**config.mk**
```make
export PLATFORM = sky130hd
export DESIGN_NAME = uart_word_tx
export DESIGN_NICKNAME = d
export VERILOG_FILES = /design/src/rtl/uart_pkg.sv /design/src/rtl/uart_tx_byte.sv /design/src/rtl/uart_word_tx.sv
export SDC_FILE = /design/constraint.sdc
export NUM_CORES = 1
export LEC_CHECK = 0
export BUFFER_PORTS_ARGS = -buffer_cell sky130_fd_sc_hd__buf_2
export CAP_MARGIN = 20
export CORE_AREA = 3 3 73 143
export CTS_CLUSTER_SIZE = 16
export DETAILED_ROUTE_END_ITERATION = 8
export DIE_AREA = 0 0 76 146
export MAX_ROUTING_LAYER = met4
export PLACE_DENSITY_LB_ADDON = 0.25
export SLEW_MARGIN = 20
export SYNTH_ARGS = -nofsm -noshare
export SYNTH_HDL_FRONTEND = slang
export SYNTH_SLANG_ARGS = --single-unit
```
**constraint.sdc**
```tcl
create_clock -name clk -period 1.9 [get_ports clk]
set_input_delay 0.19 -clock clk [delete_from_list [all_inputs] [get_ports clk]]
set_output_delay 0.19 -clock clk [all_outputs]
set_load 0.01 [all_outputs]
```
**src/rtl/uart_pkg.sv**
```systemverilog
// Shared UART definitions: bit-period helper, frame FSM encodings and idle line level.
// Build option UART_WORD_TX_PARITY_EN adds the PARITY state to the frame FSM.
package uart_pkg;

  localparam logic UART_IDLE_LEVEL = 1'b1;

  typedef enum logic [2:0] {
    IDLE   = 3'd0,
    START  = 3'd1,
    DATA   = 3'd2,
`ifdef UART_WORD_TX_PARITY_EN
    PARITY = 3'd3,
`endif
    STOP   = 3'd4
  } uart_state_e;

  function automatic int cycles_per_bit(input int clk_hz, input int bit_rate);
    return clk_hz / bit_rate;
  endfunction

  function automatic logic even_parity(input logic [7:0] data);
    return ^data;
  endfunction

endpackage

```
**src/rtl/uart_tx_byte.sv**
```systemverilog
// Single-frame UART serialiser: start, 8 data bits LSB first, optional parity, stop period.
// Build option UART_WORD_TX_PARITY_EN inserts an even-parity bit after data bit 7.
module uart_tx_byte
  import uart_pkg::*;
#(
  parameter int CYCLES_PER_BIT = 5208,
  parameter int STOP_BITS      = 1
) (
  input  logic       clk,
  input  logic       rst,
  input  logic       byte_valid_i,
  input  logic [7:0] byte_data_i,
  output logic       byte_ready_o,
  output logic       stop_pre_o,
  output logic       txd_o
);

  localparam int STOP_CYC = STOP_BITS * CYCLES_PER_BIT;
  localparam int CNT_W    = $clog2(STOP_CYC + 1);
  localparam logic [CNT_W-1:0] BIT_END  = CNT_W'(CYCLES_PER_BIT - 1);
  localparam logic [CNT_W-1:0] STOP_END = CNT_W'(STOP_CYC - 1);
  localparam logic [CNT_W-1:0] STOP_PRE = CNT_W'(STOP_CYC - 2);

  uart_state_e      state_q, state_d;
  logic [CNT_W-1:0] cyc_q, cyc_d;
  logic [2:0]       bit_q, bit_d;
  logic [7:0]       shift_q, shift_d;
  logic             txd_q, txd_d;
`ifdef UART_WORD_TX_PARITY_EN
  logic             par_q, par_d;
`endif
  logic             bit_end_s, stop_end_s;

  assign bit_end_s    = (cyc_q == BIT_END);
  assign stop_end_s   = (state_q == STOP) && (cyc_q == STOP_END);
  // A new frame may be loaded on the last stop cycle so frames run back to back.
  assign byte_ready_o = (state_q == IDLE) || stop_end_s;
  assign stop_pre_o   = (state_q == STOP) && (cyc_q == STOP_PRE);
  assign txd_o        = txd_q;

  // Frame sequencing and next line level.
  always_comb begin
    state_d = state_q;
    cyc_d   = '0;
    bit_d   = bit_q;
    shift_d = shift_q;
    txd_d   = txd_q;
`ifdef UART_WORD_TX_PARITY_EN
    par_d   = par_q;
`endif
    case (state_q)
      IDLE: begin
        txd_d = UART_IDLE_LEVEL;
        if (byte_valid_i) begin
          state_d = START;
          txd_d   = 1'b0;
          shift_d = byte_data_i;
`ifdef UART_WORD_TX_PARITY_EN
          par_d   = even_parity(byte_data_i);
`endif
        end else begin
          state_d = IDLE;
        end
      end
      START: begin
        if (bit_end_s) begin
          state_d = DATA;
          bit_d   = 3'd0;
          txd_d   = shift_q[0];
          shift_d = {1'b0, shift_q[7:1]};
        end else begin
          cyc_d = cyc_q + CNT_W'(1);
        end
      end
      DATA: begin
        if (!bit_end_s) begin
          cyc_d = cyc_q + CNT_W'(1);
        end else if (bit_q != 3'd7) begin
          bit_d   = bit_q + 3'd1;
          txd_d   = shift_q[0];
          shift_d = {1'b0, shift_q[7:1]};
        end else begin
`ifdef UART_WORD_TX_PARITY_EN
          state_d = PARITY;
          txd_d   = par_q;
`else
          state_d = STOP;
          txd_d   = UART_IDLE_LEVEL;
`endif
        end
      end
`ifdef UART_WORD_TX_PARITY_EN
      PARITY: begin
        if (bit_end_s) begin
          state_d = STOP;
          txd_d   = UART_IDLE_LEVEL;
        end else begin
          cyc_d = cyc_q + CNT_W'(1);
        end
      end
`endif
      STOP: begin
        if (!stop_end_s) begin
          cyc_d = cyc_q + CNT_W'(1);
        end else if (byte_valid_i) begin
          state_d = START;
          txd_d   = 1'b0;
          shift_d = byte_data_i;
`ifdef UART_WORD_TX_PARITY_EN
          par_d   = even_parity(byte_data_i);
`endif
        end else begin
          state_d = IDLE;
          txd_d   = UART_IDLE_LEVEL;
        end
      end
      default: begin
        state_d = IDLE;
        txd_d   = UART_IDLE_LEVEL;
      end
    endcase
  end

  // Frame state registers.
  always_ff @(posedge clk) begin
    if (rst) begin
      state_q <= IDLE;
      cyc_q   <= '0;
      bit_q   <= 3'd0;
      shift_q <= 8'h00;
      txd_q   <= UART_IDLE_LEVEL;
`ifdef UART_WORD_TX_PARITY_EN
      par_q   <= 1'b0;
`endif
    end else begin
      state_q <= state_d;
      cyc_q   <= cyc_d;
      bit_q   <= bit_d;
      shift_q <= shift_d;
      txd_q   <= txd_d;
`ifdef UART_WORD_TX_PARITY_EN
      par_q   <= par_d;
`endif
    end
  end

endmodule

```
**src/rtl/uart_word_tx.sv**
```systemverilog
// Word-level UART transmitter: accepts a 32-bit word and sends it as BYTES_PER_WORD frames, LSB byte first.
// Build option UART_WORD_TX_PARITY_EN (handled in uart_tx_byte) adds an even-parity bit per frame.
module uart_word_tx
  import uart_pkg::*;
#(
  parameter int BIT_RATE       = 9600,
  parameter int CLK_HZ         = 50000000,
  parameter int STOP_BITS      = 1,
  parameter int BYTES_PER_WORD = 4
) (
  input  logic        clk,
  input  logic        rst,
  input  logic        uart_tx_en,
  input  logic        word_valid,
  input  logic [31:0] word_data,
  output logic        word_ready,
  output logic        uart_txd,
  output logic        uart_tx_busy,
  output logic        word_done
);

  localparam int CPB    = cycles_per_bit(CLK_HZ, BIT_RATE);
  localparam int BCNT_W = (BYTES_PER_WORD > 1) ? $clog2(BYTES_PER_WORD) : 1;
  localparam logic [BCNT_W-1:0] LAST_BYTE = BCNT_W'(BYTES_PER_WORD - 1);

  logic              word_ready_q, word_ready_d;
  logic              busy_q, busy_d;
  logic              done_q, done_d;
  logic [31:0]       word_q, word_d;
  logic [BCNT_W-1:0] byte_cnt_q, byte_cnt_d;
  logic              xfer_s, last_byte_s;
  logic              byte_valid_s, byte_ready_s, stop_pre_s;
  logic [7:0]        byte_data_s;

  assign xfer_s      = word_valid && word_ready_q;
  assign last_byte_s = (byte_cnt_q == LAST_BYTE);

  uart_tx_byte #(
    .CYCLES_PER_BIT(CPB),
    .STOP_BITS     (STOP_BITS)
  ) u_byte (
    .clk         (clk),
    .rst         (rst),
    .byte_valid_i(byte_valid_s),
    .byte_data_i (byte_data_s),
    .byte_ready_o(byte_ready_s),
    .stop_pre_o  (stop_pre_s),
    .txd_o       (uart_txd)
  );

  // Word handshake, byte feeding and completion pulse.
  always_comb begin
    busy_d       = busy_q;
    byte_cnt_d   = byte_cnt_q;
    word_d       = word_q;
    byte_valid_s = 1'b0;
    byte_data_s  = word_q[7:0];
    done_d       = 1'b0;
    if (!busy_q) begin
      if (xfer_s) begin
        busy_d       = 1'b1;
        byte_cnt_d   = '0;
        byte_valid_s = 1'b1;
        byte_data_s  = word_data[7:0];
        word_d       = {8'h00, word_data[31:8]};
      end else begin
        byte_cnt_d = '0;
      end
    end else begin
      // word_done is registered, so it is armed one cycle before the last stop cycle.
      done_d = last_byte_s && stop_pre_s;
      if (byte_ready_s && last_byte_s) begin
        busy_d     = 1'b0;
        byte_cnt_d = '0;
      end else if (byte_ready_s) begin
        byte_cnt_d   = byte_cnt_q + BCNT_W'(1);
        byte_valid_s = 1'b1;
        word_d       = {8'h00, word_q[31:8]};
      end else begin
        busy_d = 1'b1;
      end
    end
    word_ready_d = uart_tx_en && !busy_d;
  end

  // Word-level registers.
  always_ff @(posedge clk) begin
    if (rst) begin
      word_ready_q <= 1'b1;
      busy_q       <= 1'b0;
      done_q       <= 1'b0;
      word_q       <= 32'h0000_0000;
      byte_cnt_q   <= '0;
    end else begin
      word_ready_q <= word_ready_d;
      busy_q       <= busy_d;
      done_q       <= done_d;
      word_q       <= word_d;
      byte_cnt_q   <= byte_cnt_d;
    end
  end

  assign word_ready   = word_ready_q;
  assign uart_tx_busy = busy_q;
  assign word_done    = done_q;

endmodule

```
==> results of run 1 <==
power groups by stage:
stage / sequential, mW / combinational, mW / clock (mW)
floorplan: 1.34 / 0.411 / 0
global placement: 1.35 / 0.514 / 0
detailed placement: 1.35 / 0.522 / 0
CTS: 1.33 / 0.550 / 1.55
global route: 1.34 / 0.658 / 1.61
finish: 1.33 / 0.597 / 1.52
placed cells by master (no fill, tap or decap), drive strengths merged:
cell    instances
a211o           1
a211oi         19
a21o            3
a21oi          15
a22oi           8
a31o            1
a31oi           1
and3            2
and3b           2
and4            3
and4bb          1
buf            64
clkbuf         13
clkinv          3
dfxtp          57
ha              5
inv             5
mux2            1
mux2i          25
nand2          11
nand2b          2
nand3           6
nand3b          2
nand4           3
nand4b          1
nor2           49
nor2b          10
nor3            4
nor3b           1
nor4            2
o21a            1
o21ai          14
o22ai           2
o32a            1
o41ai           9
or2             4
or3             3
xnor2           4
xor2            7
cells by family (layout without fill, tap and decap cells):
family,after synthesis,in the layout,synth area share (%)
compound gates,74,75,21.17
xor+xnor,11,11,3.346
fa+ha+maj,5,5,2.173
buf+inv,26,85,5.736
flops,57,57,39.63
mux,26,26,9.083
simple gates,106,106,18.86
how the worst min path moves through the flow:
stage,from,end,cells past startpoint
final,uart_tx_en,word_ready,2
after global routing,uart_tx_en,word_ready,2
after CTS,uart_tx_en,word_ready,2
after detailed placement,uart_tx_en,word_ready,2
after global placement,uart_tx_en,word_ready,2
after floorplan,uart_tx_en,word_ready,1
flip-flops by register name (all words and copies together), names as in the netlist:
name            flops
u_byte.cyc_q       13
word_done           1
u_byte.bit_q        3
u_byte.shift_q      8
u_byte.state_q      3
byte_cnt_q          2
u_byte.txd_o        1
uart_tx_busy        1
word_ready          1
word_q             24
final cells by class:
cell class                      count  area, µm²
Clock inverter                      3      15.01
Timing Repair Buffer               65      432.9
Inverter                            5      18.77
Sequential cell                    57       1141
Multi-Input combinational cell    223       1645
Fill cell                         969       5764
Tap cell                          130      162.7
Clock buffer                       12      266.5
per-layer routing:
layer  up-vias  GRT usage (%)
li1       1212              -
met1      1188          13.99
met2        41          23.75
met3        13          3.656
met4         0          6.624
met5         -              -
stage by stage:
stage	instances	setup TNS (ns)	cell area (µm²)	util, %	power, mW
6_report	495	0	3682	38.98	3.453
5_1_grt	495	0	3682	38.98	3.605
4_1_cts	492	0	3598	38.09	3.432
3_5_place_dp	476	-1.603	3276	34.68	1.876
3_3_place_gp	476	-1.218	3276	34.68	1.866
2_1_floorplan	305	0	2879	-	1.753
repair_timing:
action / 4_1_cts / 5_1_grt
hold buffers: 0 / 0
resized for setup: 3 / 11
gates cloned: 0 / 2
pin swaps: 1 / 1
setup endpoints to repair: 8 / 11
buffers inserted: 1 / 1
endpoints found under the hold margin: 0 / 0
critical path, delay by kind of cell (launching register included):
family / cells / cell delay (ns)
compound gates: 4 / 0.72
buf+inv: 2 / 0.36
flops: 1 / 0.32
fa+ha+maj: 1 / 0.26
==> impl_metrics.yaml, run 1 <==
floorplan:
  dieArea_um2: 11100
  pin_count: 40
  initial_utilization_pct: 30.48
  dieWidth_um: 76
  fp.dieH_um: 146
  fp-row-count: 50
  coreArea_um2: 9447
detailed_routing:
  top_layer_used: "met4"
  num_vias: 2454
  vias_per_cell: 4.958
  post_drt_wl_per_cell_um: 14.84
  drtAntennaViolNets: 0
  drc: 0
  firstDrtPassIters: 4
  m1WireLength_mm: 2.988
  wl_met3_um: 249
  wirelength_mm: 7.346
  drt_iter0_drc: 144
  wl_met2_mm: 3.938
synth:
  synth-seq-cells: 57
  syn_inst: 305
  synth_top_area_cell: "dfxtp_1"
  postSynthAreaPerCell_um2: 9.439
  synthArstFlopShare_pct: 0
  synth_common_cells: "dfxtp_1 (57), nor2_1 (49), mux2i_1 (25)"
  synth.most_common_cell: "dfxtp_1"
  synthFlopType: "dfxtp_1"
  syn_area_um2: 2879
  netlist-cell-type-count: 50
  yosysSeqAreaShare_pct: 39.63
  synth_area_leaders: "dfxtp_1 (40%), mux2i_1 (8.7%), nor2_1 (6.4%)"
  synth_edf_count: 0
  yosys.area.top_type_share_pct: 39.63
  synth_nets: 346
  yosys_warnings: 0
outcome:
  status: "finished clean"
sta:
  hold_ws_ns: 0.09830
  fin_skew_ns: 0.004280
  slew_viol_final: 0
  setup_ws_ns: 0.08990
  fin_crit_sh_pct: 95.27
  hold_viol: 0
  max_slew.worst_pin.slew_ns: 0.5340
  max_slew_margin_pct: 64.40
  max_freq_ghz: 0.5525
  rsz0062_at_grt: "false"
  min_period_ns: 1.810
  finalSetupViolCount: 0
setup_path:
  crit_path_start_kind: "flop"
  cp.required_ns: 2.10
  crit_start: "byte_cnt_q[0]"
  reg2reg_depth: 7
  slowest_stage: "o41ai_4"
  critical_path_class: "reg2reg"
  path_max_fanout: 15
  rr_endpoint: "u_byte.shift_q[5]"
  crit_arrival_ns: 2.01
  endpoint: "u_byte.shift_q[5]"
  crit_chain: "ha_1 -> o41ai_4 -> buf_4 -> a211oi_4 -> buf_12 -> o21ai_0 -> o41ai_2"
  end_kind: "flop"
  r2r-start: "byte_cnt_q[0]"
  slowest_delay_ns: 0.39
  rrSetupSlack_ns: 0.09
power:
  peakVddDrop_mv: 0.4747
  p_leak_nw: 1.484
  p_seq_share_pct: 38.5
  pwr-share-comb_pct: 17.3
  p_per_area_nw_per_um2: 937.7
  internal-power_mw: 2.525
  p_sw_mw: 0.9283
  swShare_pct: 26.89
  p_clk_share_pct: 44.2
clock_tree:
  cts_inserted_buffers: 9
  h-tree-depth: 3
  clk_path_buf_depth: 2
  clockRootBuffer: "clkbuf_16"
  path_clk_slew_ns: 0.05
  worstSkewPairLatency_ns: 0.33
  cts_num_sinks: 57
  cts_tree: "yes"
global_routing:
  grt_pass1_wl_mm: 11.60
  overflow: 0
  grt_pass1_vias: 2385
  grt_max_degree: 35
  antenna_found_initial: 0
  grt_usage_pct: 13.61
placed_design:
  post-place-ws_ns: -0.2538
  dp_hpwl_mm: 5.063
  finalWeightedCongestion: 0.7795
  io_buffers: 39
finish:
  syn_to_final_growth_pct: 27.90
  antenna_cells: 0
  finalNetCount: 402
  drive_above_1_share_pct: 31.51
worst_hold_path:
  hold_class: "in2reg"
flow_run:
  maxCapViolCount: 0
No activity file was read; power rests on OpenSTA's default activity.
==> run 2: changes to the inputs <==
- BUFFER_PORTS_ARGS: -buffer_cell sky130_fd_sc_hd__buf_2 -> not set
- DONT_BUFFER_PORTS: not set -> 1
- SYNTH_HIERARCHICAL: not set -> 1
==> impl_metrics.yaml, run 2 <==
floorplan:
  pin_count: 40
  dieArea_um2: 11100
  dieWidth_um: 76
  fp.dieH_um: 146
  coreArea_um2: 9447
  fp-row-count: 50
  initial_utilization_pct: 30.38
clock_tree:
  h-tree-depth: 3
  cts_tree: "yes"
  path_clk_slew_ns: 0.06
  cts_num_sinks: 57
  clockRootBuffer: "clkbuf_16"
  clk_path_buf_depth: 2
  cts_inserted_buffers: 9
  worstSkewPairLatency_ns: 0.33
finish:
  largestRegisters: "word_q x24, u_byte/cyc_q x13, u_byte/shift_q x8"
  largest_reg_flops: 24
  syn_to_final_growth_pct: 34.39
  drive_above_1_share_pct: 31.25
  most-common-layout-cells: "dfxtp_1 (54), buf_4 (42), nand3_1 (39)"
  final_cell_area_um2: 3857
  antenna_cells: 0
  final_common_cell: "dfxtp_1"
  nFillCells: 974
  regMostFlops: "word_q"
  finalNetCount: 420
  utilization_pct: 40.83
synth:
  synth_common_cells: "dfxtp_1 (57), nand3_1 (39), nand2_1 (38)"
  synth_edf_count: 0
  synth_top_area_cell: "dfxtp_1"
  synth_area_leaders: "dfxtp_1 (40%), nand3_1 (6.8%), a21oi_1 (6.5%)"
  synth.most_common_cell: "dfxtp_1"
  syn_inst: 334
  netlist-cell-type-count: 45
  synth-seq-cells: 57
  synth_nets: 375
  yosys.area.top_type_share_pct: 39.76
  yosysSeqAreaShare_pct: 39.76
  postSynthAreaPerCell_um2: 8.594
  yosys_warnings: 6
  syn_area_um2: 2870
  synthArstFlopShare_pct: 0
  synthFlopType: "dfxtp_1"
sta:
  max_slew_margin_pct: 76.03
  hold_ws_ns: -0.01160
  fin_crit_sh_pct: 127.0
  finalSetupViolCount: 44
  max_slew.worst_pin.slew_ns: 0.3574
  hold_viol: 3
  max_freq_ghz: 0.4145
  min_period_ns: 2.412
  fin_skew_ns: 0.006695
  slew_viol_final: 0
  setup_ws_ns: -0.5124
  rsz0062_at_grt: "true"
global_routing:
  grt_max_degree: 52
  grt_pass1_vias: 2527
  grt_pass1_wl_mm: 12.38
  grt_usage_pct: 14.47
  antenna_found_initial: 0
  overflow: 0
setup_path:
  crit_path_start_kind: "flop"
  rr_endpoint: "u_byte/shift_q[6]"
  reg2reg_depth: 10
  end_kind: "flop"
  path_max_fanout: 2
  crit_start: "u_byte/cyc_q[8]"
  cp.required_ns: 2.12
  rrSetupSlack_ns: -0.51
  r2r-start: "u_byte/cyc_q[8]"
  crit_arrival_ns: 2.63
  critical_path_class: "reg2reg"
worst_hold_path:
  hold_start: "word_data[24]"
  whs_path_depth: 2
  hold_class: "in2reg"
  whs_endpoint: "word_q[16]"
detailed_routing:
  drc: 0
  drt_iter0_drc: 111
  firstDrtPassIters: 4
  wirelength_mm: 7.725
  num_vias: 2575
  drtAntennaViolNets: 0
  vias_per_cell: 5.010
  post_drt_wl_per_cell_um: 15.03
placed_design:
  io_buffers: 0
  dp_hpwl_mm: 5.207
  place_area_um2: 3258
  finalWeightedCongestion: 0.8007
flow_run:
  maxCapViolCount: 0
power:
  p_per_area_nw_per_um2: 855.5
  p_leak_nw: 1.448
  peakVddDrop_mv: 0.5972
outcome:
  status: "finished with violations"
  violations: "negative hold slack, negative setup slack"
==> run 2: worst max-delay path by stage <==
| stage | end | depth (start not counted) |
|---|---|---|
| 6_report | u_byte/shift_q[6] | 10 |
| 3_3_place_gp | u_byte/txd_o | 10 |
| 3_5_place_dp | u_byte/txd_o | 10 |
| 5_1_grt | u_byte/shift_q[6] | 10 |
| 2_1_floorplan | u_byte/txd_o | 12 |
| 4_1_cts | u_byte/txd_o | 10 |
==> run 2: final cells by class <==
class	instances	area [µm²]	share of cell area (%)
Timing Repair Buffer	59	546.8	14.17
Clock inverter	6	50.05	1.297
Sequential cell	57	1145	29.68
Inverter	3	11.26	0.2919
Multi-Input combinational cell	249	1703	44.15
Tap cell	130	162.7	4.217
Clock buffer	10	239.0	6.195
==> run 2: repair_timing <==
action,CTS,global route
gates cloned,2,0
resized for setup,20,22
buffers inserted,10,7
hold endpoints to repair,31,31
pin swaps,6,20
setup endpoints to repair,50,56
==> run 2: logic make-up after synthesis <==
kind of cell	after synthesis	synth area share (%)
AND/OR/NAND/NOR	144	25.81
AO/OA/AOI/OAI	76	17.61
flip-flops	57	39.76
buffers and inverters	28	5.797
XOR/XNOR	14	4.272
multiplexers	10	4.577
adder cells (fa/ha/maj)	5	2.180
==> run 2: routing by layer <==
layer  part of all wire [%]  vias up  GRT usage [%]
li1                       -     1279              -
met1                     39     1244          14.68
met2                     55       40          25.62
met3                    3.1       12          3.284
met4                    2.6        0          7.623
met5                      0        -              -
==> run 2: critical path: stages, from the launching register on <==
cell      delay [ns]
dfxtp_1         0.31
or3b_4          0.41
nor4_4          0.30
nor2_2          0.07
nor3_2          0.14
nand3b_1        0.13
nand2_2         0.10
nor2b_4         0.13
o21bai_2        0.08
a22oi_1         0.26
mux2_2          0.37
==> run 2: stage by stage <==
step / setup WS (ns) / power, mW / instances / setup TNS [ns]
floorplan: -1.009 / 1.620 / 334 / -14.44
global placement: -0.5811 / 1.696 / 482 / -8.402
detailed placement: -0.6225 / 1.701 / 482 / -9.706
CTS: -0.5197 / 3.299 / 506 / -12.99
global route: -0.6808 / 3.433 / 514 / -19.19
finish: -0.5124 / 3.300 / 514 / -13.00
==> run 2: power by group <==
part,total (mW),internal (mW),switching [mW]
logic,0.476,0.236,0.240
registers,1.29,1.25,0.0371
clock network,1.53,0.929,0.604
